[src/rtl/dds_sweep_controller.sv]
// rtl/dds_sweep_controller.sv - stepped linear FCW sweep sequencer for the DDS phase accumulator
// Holds each FCW for a programmable dwell, clamps the last step to the stop FCW, optional repeat.
module dds_sweep_controller #(
   parameter int DEPTH   = 1024,
   parameter int DWELL_W = 16,
   localparam int PW     = $clog2(DEPTH)
) (
   input  logic               i_clk,
   input  logic               i_rst_n,
   input  logic               i_start,
   input  logic               i_abort,
   input  logic               i_continuous,
   input  logic [PW-1:0]      i_fcw_start,
   input  logic [PW-1:0]      i_fcw_stop,
   input  logic [PW-1:0]      i_fcw_step,
   input  logic [DWELL_W-1:0] i_dwell,
   output logic [PW-1:0]      o_count_value,
   output logic               o_busy,
   output logic               o_step,
   output logic               o_done,
   output logic               o_err
);

   typedef enum logic [1:0] {
      S_IDLE  = 2'd0,
      S_DWELL = 2'd1,
      S_DONE  = 2'd2
   } state_t;

   state_t state, state_nxt;

   logic [PW-1:0]      start_sh, stop_sh, step_sh;
   logic [DWELL_W-1:0] dwell_sh, cnt;
   logic               cont_sh;

   logic [PW-1:0]      count_nxt;
   logic [DWELL_W-1:0] cnt_nxt, reload, first_load;
   logic               busy_nxt, step_nxt, done_nxt, err_nxt, load;
   logic               cfg_ok, expired, at_stop;
   logic [PW:0]        next_sum;

   assign cfg_ok     = (i_fcw_step != '0) && (i_fcw_start <= i_fcw_stop);
   assign expired    = (cnt == '0);
   assign at_stop    = (o_count_value == stop_sh);
   // One extra bit so a step past the top of the table is seen as overshoot, not a wrap.
   assign next_sum   = {1'b0, o_count_value} + {1'b0, step_sh};
   assign reload     = (dwell_sh == '0) ? '0 : dwell_sh - DWELL_W'(1);
   assign first_load = (i_dwell == '0) ? '0 : i_dwell - DWELL_W'(1);

   always_ff @(posedge i_clk or negedge i_rst_n) begin
      if (!i_rst_n) begin
         state         <= S_IDLE;
         start_sh      <= '0;
         stop_sh       <= '0;
         step_sh       <= '0;
         dwell_sh      <= '0;
         cont_sh       <= 1'b0;
         cnt           <= '0;
         o_count_value <= '0;
         o_busy        <= 1'b0;
         o_step        <= 1'b0;
         o_done        <= 1'b0;
         o_err         <= 1'b0;
      end else begin
         state         <= state_nxt;
         cnt           <= cnt_nxt;
         o_count_value <= count_nxt;
         o_busy        <= busy_nxt;
         o_step        <= step_nxt;
         o_done        <= done_nxt;
         o_err         <= err_nxt;
         if (load) begin
            start_sh <= i_fcw_start;
            stop_sh  <= i_fcw_stop;
            step_sh  <= i_fcw_step;
            dwell_sh <= i_dwell;
            cont_sh  <= i_continuous;
         end
      end
   end

   always_comb begin
      state_nxt = state;
      if (i_abort) begin
         state_nxt = S_IDLE;
      end else begin
         case (state)
            S_IDLE:  if (i_start && cfg_ok) state_nxt = S_DWELL;
            S_DWELL: if (expired && at_stop && !cont_sh) state_nxt = S_DONE;
            S_DONE:  state_nxt = S_IDLE;
            default: state_nxt = S_IDLE;
         endcase
      end
   end

   always_comb begin
      count_nxt = o_count_value;
      cnt_nxt   = cnt;
      busy_nxt  = o_busy;
      step_nxt  = 1'b0;
      done_nxt  = 1'b0;
      err_nxt   = 1'b0;
      load      = 1'b0;
      if (i_abort) begin
         count_nxt = '0;
         busy_nxt  = 1'b0;
         cnt_nxt   = '0;
      end else begin
         case (state)
            S_IDLE: begin
               if (i_start) begin
                  if (cfg_ok) begin
                     load      = 1'b1;
                     count_nxt = i_fcw_start;
                     busy_nxt  = 1'b1;
                     cnt_nxt   = first_load;
                  end else begin
                     err_nxt = 1'b1;
                  end
               end
            end
            S_DWELL: begin
               if (!expired) begin
                  cnt_nxt = cnt - DWELL_W'(1);
               end else if (at_stop) begin
                  if (cont_sh) begin
                     count_nxt = start_sh;
                     step_nxt  = 1'b1;
                     cnt_nxt   = reload;
                  end else begin
                     count_nxt = '0;
                     busy_nxt  = 1'b0;
                     done_nxt  = 1'b1;
                  end
               end else begin
                  count_nxt = (next_sum > {1'b0, stop_sh}) ? stop_sh : next_sum[PW-1:0];
                  step_nxt  = 1'b1;
                  cnt_nxt   = reload;
               end
            end
            S_DONE: begin
               count_nxt = '0;
               busy_nxt  = 1'b0;
            end
            default: begin
               count_nxt = '0;
               busy_nxt  = 1'b0;
            end
         endcase
      end
   end

endmodule

[config.mk]
export PLATFORM = sky130hd
export DESIGN_NAME = dds_sweep_controller
export DESIGN_NICKNAME = d
export VERILOG_FILES = /design/src/rtl/dds_sweep_controller.sv
export SDC_FILE = /design/constraint.sdc
export NUM_CORES = 1
export LEC_CHECK = 0
export CORE_MARGIN = 2
export CORE_UTILIZATION = 50
export CTS_CLUSTER_DIAMETER = 150
export DETAILED_ROUTE_END_ITERATION = 8
export PLACE_DENSITY = 0.77
export REMOVE_ABC_BUFFERS = 1
export SLEW_MARGIN = 15
export SYNTH_ARGS = -nofsm -noshare
export SYNTH_HDL_FRONTEND = slang
export SYNTH_SLANG_ARGS = --single-unit
[constraint.sdc]
create_clock -name i_clk -period 4.2 [get_ports i_clk]
set_clock_uncertainty 0.1 [all_clocks]
set_input_delay 0.84 -clock i_clk [delete_from_list [all_inputs] [get_ports i_clk]]
set_output_delay 0.84 -clock i_clk [all_outputs]
set_load 0.01 [all_outputs]
==> impl_results.md, run 1 <==
* Status: complete, no violations
* Arrival time at the worst endpoint at between 4 and 5 ns
* Number of diodes added for antenna fixing at 0
* H-tree lvl count at 3
* Total leakage power at 0.00289 µW
* Setup Total Neg Slack at 0 ns
* Number of clock sinks at 79
* Reg-to-Reg End: o_count_value[0]
* Number of instances in the synthesized netlist at 618
* Largest fanout of any net on the critical path at 7
* Starting Density at 0.519
* Setup repair after global routing missed its margin: false
* Full die area at roughly 12000 µm²
* X dimension of the die at 111 µm
* Average via count per standard cell at between 6 and 7
* Sum of routed wire length over all layers at approximately 17000 µm
* Placed cell area at roughly 6500 µm²
* Core ar. at 11000 µm²
* Number of standard-cell rows in the floorplan at 38
* FF-to-FF path depth at 15
* Setup crit start: o_count_value[2]
* Clock share of power at 0.245
* Final-report setup violation count at 0
* Power per cell area at about 540 nW/µm²
* Most used standard cells in the synthesized netlist: sky130_fd_sc_hd__dfrtp_1 (79), sky130_fd_sc_hd__nand2_1 (53), sky130_fd_sc_hd__o21ai_0 (41)
* Net switching power at about 1400 µW
* Placer's final routability congestion estimate at around 0.94
* Worst Hold Path Cells at 1
* Number of global-route vias before repair at around 5100
* First DRT Iteration DRCs at ~490
* Async set or reset register ratio after synthesis at 1.00
* Area of the mapped netlist at ~5700 µm²
* Total half-perimeter wirelength after legalization and detailed placement at 12200 µm
* Top cells by area, synth: sky130_fd_sc_hd__dfrtp_1 (35%), sky130_fd_sc_hd__ha_1 (7.9%), sky130_fd_sc_hd__mux2_2 (6.9%), sky130_fd_sc_hd__xnor2_1 (4.5%), sky130_fd_sc_hd__o21ai_0 (3.6%)
* Cell taking the most area after synthesis: sky130_fd_sc_hd__dfrtp_1
* Combinational Power Share at 0.449
* Synthesized area per cell at 9.23 µm²
* Number of buffers between clock root and the deepest sink at 2
* Die span in y at 111 µm
* Routed WL per cell at between 15 and 20 µm
* Maximum clock frequency at approximately 250 MHz
* Reg2reg start: o_count_value[2]
* Net switching share of the total power at 0.387
* Setup fix buffers added after clock tree synthesis at 0
* Residual DRC count at 0
* Number of synthesized flops with an enable pin at 0
* Minimum clock period at ~4 ns
* Reg clk slew, reported paths at about 0.060 ns
* Clock buffers created by TritonCTS at 9
* Min-Delay Endpoint: start_sh[4]
* Cts hold-fix bufs at 0
* Share of Yosys cell area claimed by the top area cell type at 0.347
* Register area share after synthesis at 0.347
* Setup slack on the worst flop-to-flop path at around 0.15 ns
* Cell Int Power at 2270 µW
* CP Capture Type: flop
* Maximum vdd ir drop at ~310 µV
* Leading cell type by number of instances after synthesis: sky130_fd_sc_hd__dfrtp_1
* Distinct cell type count after synthesis at between 60 and 70
* Global-route wire length before repair at roughly 27000 µm
* Non-Filler Instances at around 830
* IO Port Bufs at 64
* Routed vias at 5203
* Overall fraction of global-route tracks in use at 0.270
* Seq pwr share at 0.307
* Post-Place Cells at approximately 820
* Root Buffer: sky130_fd_sc_hd__clkbuf_16
* IO Pins at 65
* Startpoint types: flop
* Worst Tran Pin Value at 1.03 ns
* Most used flip-flop cell after synthesis: sky130_fd_sc_hd__dfrtp_1
* Total iterations of the first detailed-routing run at 6
* Hold Startpoint: start_sh[4]
* Post-route fraction of the period consumed by the critical path at 0.965
* Post-route design area at about 6900 µm²
* #FFs+latches synth at 79
* Area Growth Syn to Fin at 20.5%
* Number of max-cap violations at 0
* Post-layout power at roughly 3700 µW
* Slew Limit Fails at 0
* Critical path class: flop to flop
* Total gr overflow at 0
* Core Util, Final at 0.626
* Count of antenna-violating nets left after detailed routing at 0
* Syn. warnings at 0
* Nets at about 770
* Max_slew headroom at 0.314
* Clock tree from TritonCTS: built
* Path class of the lowest-slack min-delay path: flop to flop
* Final number of hold-violating endpoints at 0
* Clock insertion delay at the later pin of the skew report at 0.35 ns
* Maximum number of pins on one net before global-route repair at 80
* Data required, critical path at between 4 and 5 ns
* Initial antenna violation count at 0
* Layout cells sized above 1 at 0.127
[cell type report]
type,instances,area (µm²)
fillers,869,4110
repair buffers,79,763
multi-input cells,479,3480
flip-flops and latches,79,1980
clock buffers,10,229
well taps,140,175
clock inverters,6,109
inverters,38,143
[kinds of logic after synthesis]
| kind of cell | share of synthesized area |
|---|---|
| XOR/XNOR | 0.0737 |
| AO/OA/AOI/OAI | 0.201 |
| flip-flops | 0.347 |
| AND/OR/NAND/NOR | 0.174 |
| adder cells (fa/ha/maj) | 0.0825 |
| buffers and inverters | 0.0487 |
| multiplexers | 0.0726 |
[metrics by stage]
step / hold WS (ns) / worst slack, ns
global placement: 0.391 / 0.231
global route: 0.434 / 0.0113
floorplan: 0.379 / 0.336
CTS: 0.415 / 0.00737
finish: 0.411 / 0.147
detailed placement: 0.401 / 0.0378
[timing repair]
| item | 4_1_cts | 5_1_grt |
|---|---|---|
| endpoints found under the setup margin | 3 | 10 |
| resized for setup | 2 | 4 |
| pin swaps | 0 | 7 |
[registers in the layout, indices dropped and copies added (netlist names)]
signal,cells
o_step,1
start_sh,10
cont_sh,1
o_done,1
step_sh,10
dwell_sh,16
o_busy,1
o_err,1
stop_sh,10
state,2
cnt,16
o_count_value,10
[metal layers]
metal | share of wire | up-vias | track usage
met4 | 0.029 | 0 | 0.0850
met5 | 0 | - | 0
met3 | 0.10 | 55 | 0.0683
li1 | - | 2411 | -
met1 | 0.43 | 2481 | 0.375
met2 | 0.44 | 256 | 0.416
[critical path, cell delays in order, from the launching register on]
cell,delay [ns]
sky130_fd_sc_hd__dfrtp_1,0.42
sky130_fd_sc_hd__ha_1,0.37
sky130_fd_sc_hd__nor2b_1,0.17
sky130_fd_sc_hd__o31a_1,0.33
sky130_fd_sc_hd__o31ai_2,0.24
sky130_fd_sc_hd__nand2b_1,0.10
sky130_fd_sc_hd__a21oi_2,0.17
sky130_fd_sc_hd__xnor2_2,0.11
sky130_fd_sc_hd__ha_1,0.35
sky130_fd_sc_hd__a21o_1,0.18
sky130_fd_sc_hd__a211oi_2,0.25
sky130_fd_sc_hd__nand2_1,0.13
sky130_fd_sc_hd__o31a_1,0.33
sky130_fd_sc_hd__o311a_1,0.34
sky130_fd_sc_hd__o31ai_2,0.25
sky130_fd_sc_hd__buf_4,0.16
[how the worst max path moves through the flow]
stage                             to  slack [ns]  cells after the start
global route        o_count_value[7]        0.01                     17
finish              o_count_value[0]        0.15                     15
floorplan           o_count_value[2]        0.34                     17
global placement    o_count_value[7]        0.23                     17
CTS                 o_count_value[0]       0.007                     17
detailed placement  o_count_value[7]        0.04                     15
[power groups by stage]
stage          clock, µW  sequential [µW]  combinational (µW)
2_1_floorplan          0             1090                1050
6_report             907             1140                1660
3_3_place_gp           0             1120                1500
5_1_grt              949             1160                1790
3_5_place_dp           0             1140                1550
4_1_cts              907             1130                1600
[cells in the final DEF, fill, tap and decap left out, drive strengths merged, types with 19 or more instances in the layout]
cell type      instances
a21oi                 39
clkdlybuf4s50         63
dfrtp                 79
ha                    36
inv                   37
mux2                  35
nand2                 54
nor2                  32
nor3                  25
o21ai                 43
o31ai                 22
xnor2                 29
xor2                  19
No activity file was read; power rests on OpenSTA's default activity.
==> run 2: changes to the inputs <==
- GPL_ROUTABILITY_DRIVEN: not set -> 1
- SLEW_MARGIN: 15 -> not set
==> results of run 2 <==
Final layout, timing and power as in run 1 (identical DEF).
==> run 3: changes to the inputs <==
- SLEW_MARGIN: not set -> 20
==> impl_results.md, run 3 (same netlist as run 1, synthesis figures left out) <==
* Status: complete, no violations
* H-tree lvl count at 3 (unchanged)
* Combinational Power Share at 0.448 (about the same)
* Setup crit start: o_count_value[2]
* Reg2reg start: o_count_value[2]
* Clock share of power at 0.244 (about the same)
* IO Port Bufs at 64 (unchanged)
* Cell Int Power at 2270 µW (about the same)
* Total half-perimeter wirelength after legalization and detailed placement at 12200 µm (unchanged)
* Routed vias at 5198 (-0.096%)
* Min-Delay Endpoint: start_sh[4]
* Final worst-path setup slack at 0.149 ns (+0.00200 ns)
* Clock buffers created by TritonCTS at 9 (unchanged)
* Hold Startpoint: start_sh[4]
* Setup repair after global routing missed its margin: false
* X dimension of the die at 111 µm (unchanged)
* IO Pins at 65 (unchanged)
* Cell with the biggest individual delay on the critical path: sky130_fd_sc_hd__dfrtp_1
* Power per cell area at 538 nW/µm² (-0.22%)
* Number of standard-cell rows in the floorplan at 38 (unchanged)
* CP Capture Type: flop
* Maximum clock frequency at 247 MHz (about the same)
* Post-route fraction of the period consumed by the critical path at 0.964 (about the same)
* Area taken by flip-flops and latches at 1980 µm² (unchanged)
* Startpoint types: flop
* Placed cell area at 6500 µm² (unchanged)
* Most common library cell in the layout ignoring fill and taps: sky130_fd_sc_hd__dfrtp_1
* Post-route design area at 6880 µm² (about the same)
* First DRT Iteration DRCs at 494 (unchanged)
* Cts hold-fix bufs at 0 (unchanged)
* Reg clk slew, reported paths at 0.06 ns (about the same)
* FF-to-FF path depth at 15 (unchanged)
* Delay of the slowest cell on the worst path at 0.42 ns (about the same)
* Total gr overflow at 0 (unchanged)
* Non-Filler Instances at 831 (unchanged)
* Root Buffer: sky130_fd_sc_hd__clkbuf_16
* Number of clock sinks at 79 (unchanged)
* Global-route wire length before repair at 26600 µm (unchanged)
* Path class of the lowest-slack min-delay path: flop to flop
* Commonest non-fill, non-tap cells in the layout: sky130_fd_sc_hd__dfrtp_1 (79), sky130_fd_sc_hd__clkdlybuf4s50_1 (63), sky130_fd_sc_hd__nand2_1 (53)
* Maximum number of pins on one net before global-route repair at 80 (unchanged)
* Die span in y at 111 µm (unchanged)
* Initial antenna violation count at 0 (unchanged)
* Worst Tran Pin Value at 0.744 ns (-0.286 ns)
* Overall fraction of global-route tracks in use at 0.270 (unchanged)
* Area of combinational cells with multiple inputs at 3480 µm² (unchanged)
* Reg-to-Reg End: o_count_value[0]
* Starting Density at 0.519 (unchanged)
* Arrival time at the worst endpoint at 4.24 ns (about the same)
* Placer's final routability congestion estimate at 0.935 (unchanged)
* Data required, critical path at 4.39 ns (about the same)
* Number of buffers between clock root and the deepest sink at 2 (unchanged)
* Seq pwr share at 0.307 (about the same)
* Total iterations of the first detailed-routing run at 6 (unchanged)
* Worst path cell trace: ha_1 -> nor2b_1 -> o31a_1 -> o31ai_2 -> nand2b_1 -> a21oi_2 -> xnor2_2 -> ha_1 -> a21o_1 -> a211oi_2 -> nand2_1 -> o31a_1 -> o311a_1 -> o31ai_2 -> buf_4
* Layout cells sized above 1 at 0.127 (unchanged)
* Clock insertion delay at the later pin of the skew report at 0.34 ns (about the same)
* Core ar. at 11000 µm² (unchanged)
* Largest fanout of any net on the critical path at 7 (unchanged)
* Biggest regs: cnt x16, dwell_sh x16
* Average via count per standard cell at 6.26 (about the same)
* Post-Place Cells at 815 (unchanged)
* Filler cell count at 867 (-0.23%)
* Setup slack on the worst flop-to-flop path at 0.15 ns (about the same)
* Number of global-route vias before repair at 5114 (unchanged)
* Net switching power at 1430 µW (-0.48%)
* Nets at 774 (unchanged)
* Count of antenna-violating nets left after detailed routing at 0 (unchanged)
* Number of max-cap violations at 0 (unchanged)
* Net switching share of the total power at 0.385 (-0.00122)
* Final number of hold-violating endpoints at 0 (unchanged)
* Setup Total Neg Slack at 0 ns (unchanged)
* Critical path class: flop to flop
* Clock tree from TritonCTS: built
* Number of diodes added for antenna fixing at 0 (unchanged)
* Residual DRC count at 0 (unchanged)
* Pre-CTS worst setup slack at 0.0378 ns (unchanged)
* Post-layout power at 3700 µW (-0.16%)
* Final-report setup violation count at 0 (unchanged)
* Total leakage power at 0.00289 µW (about the same)
* Area Growth Syn to Fin at 20.6% (about the same)
* Minimum clock period at 4.05 ns (-0.00200 ns)
* Sum of routed wire length over all layers at 16600 µm (unchanged)
* Worst Hold Path Cells at 1 (unchanged)
* Maximum vdd ir drop at 306 µV (-0.11%)
* Routed WL per cell at 20.0 µm (unchanged)
* Full die area at 12300 µm² (unchanged)
* Slew Limit Fails at 0 (unchanged)
* Max_slew headroom at 0.504 (+0.191)
run 3: how the worst max path moves through the flow:
stage,to,slack [ns]
floorplan,o_count_value[2],0.34
global placement,o_count_value[7],0.23
detailed placement,o_count_value[7],0.04
CTS,o_count_value[0],0.007
global route,o_count_value[7],0.01
finish,o_count_value[0],0.15
run 3: layout make-up:
| type | instances | area share |
|---|---|---|
| Clock inverter | 6 | 0.0158 |
| Sequential cell | 79 | 0.288 |
| Tap cell | 140 | 0.0255 |
| Inverter | 38 | 0.0207 |
| Multi-Input combinational cell | 479 | 0.506 |
| Timing Repair Buffer | 79 | 0.112 |
| Clock buffer | 10 | 0.0333 |
run 3: metal layers:
layer	GRT usage	wire length [µm]
met1	0.375	7120
met2	0.416	7430
met3	0.0683	1650
met4	0.0850	417
met5	0	0
run 3: per-stage QoR:
step	hold slack [ns]	util
2_1_floorplan	0.379	-
3_3_place_gp	0.391	0.592
3_5_place_dp	0.401	0.592
4_1_cts	0.415	0.624
5_1_grt	0.434	0.626
6_report	0.413	0.626
run 3: power groups by stage:
stage	Combinational [µW]	Clock (µW)	Sequential, µW
detailed placement	1550	0	1140
finish	1660	904	1140
CTS	1600	907	1130
floorplan	1050	0	1090
global placement	1500	0	1120
global route	1790	949	1160
run 3: worst max-delay path: cells and delay by family, from the launching register on:
family | cells | cell delay, ns
AOI/OAI and AO/OA | 8 | 2.08
xor gates and xnor gates | 1 | 0.11
adders and majority gates | 2 | 0.72
buffers and inverters | 1 | 0.16
DFF | 1 | 0.42
and+or+nand+nor | 3 | 0.40
run 3: repair_timing:
item	CTS	global route
pin swaps	0	7
endpoints found under the setup margin	3	10
resized for setup	2	4
buffers inserted	0	0
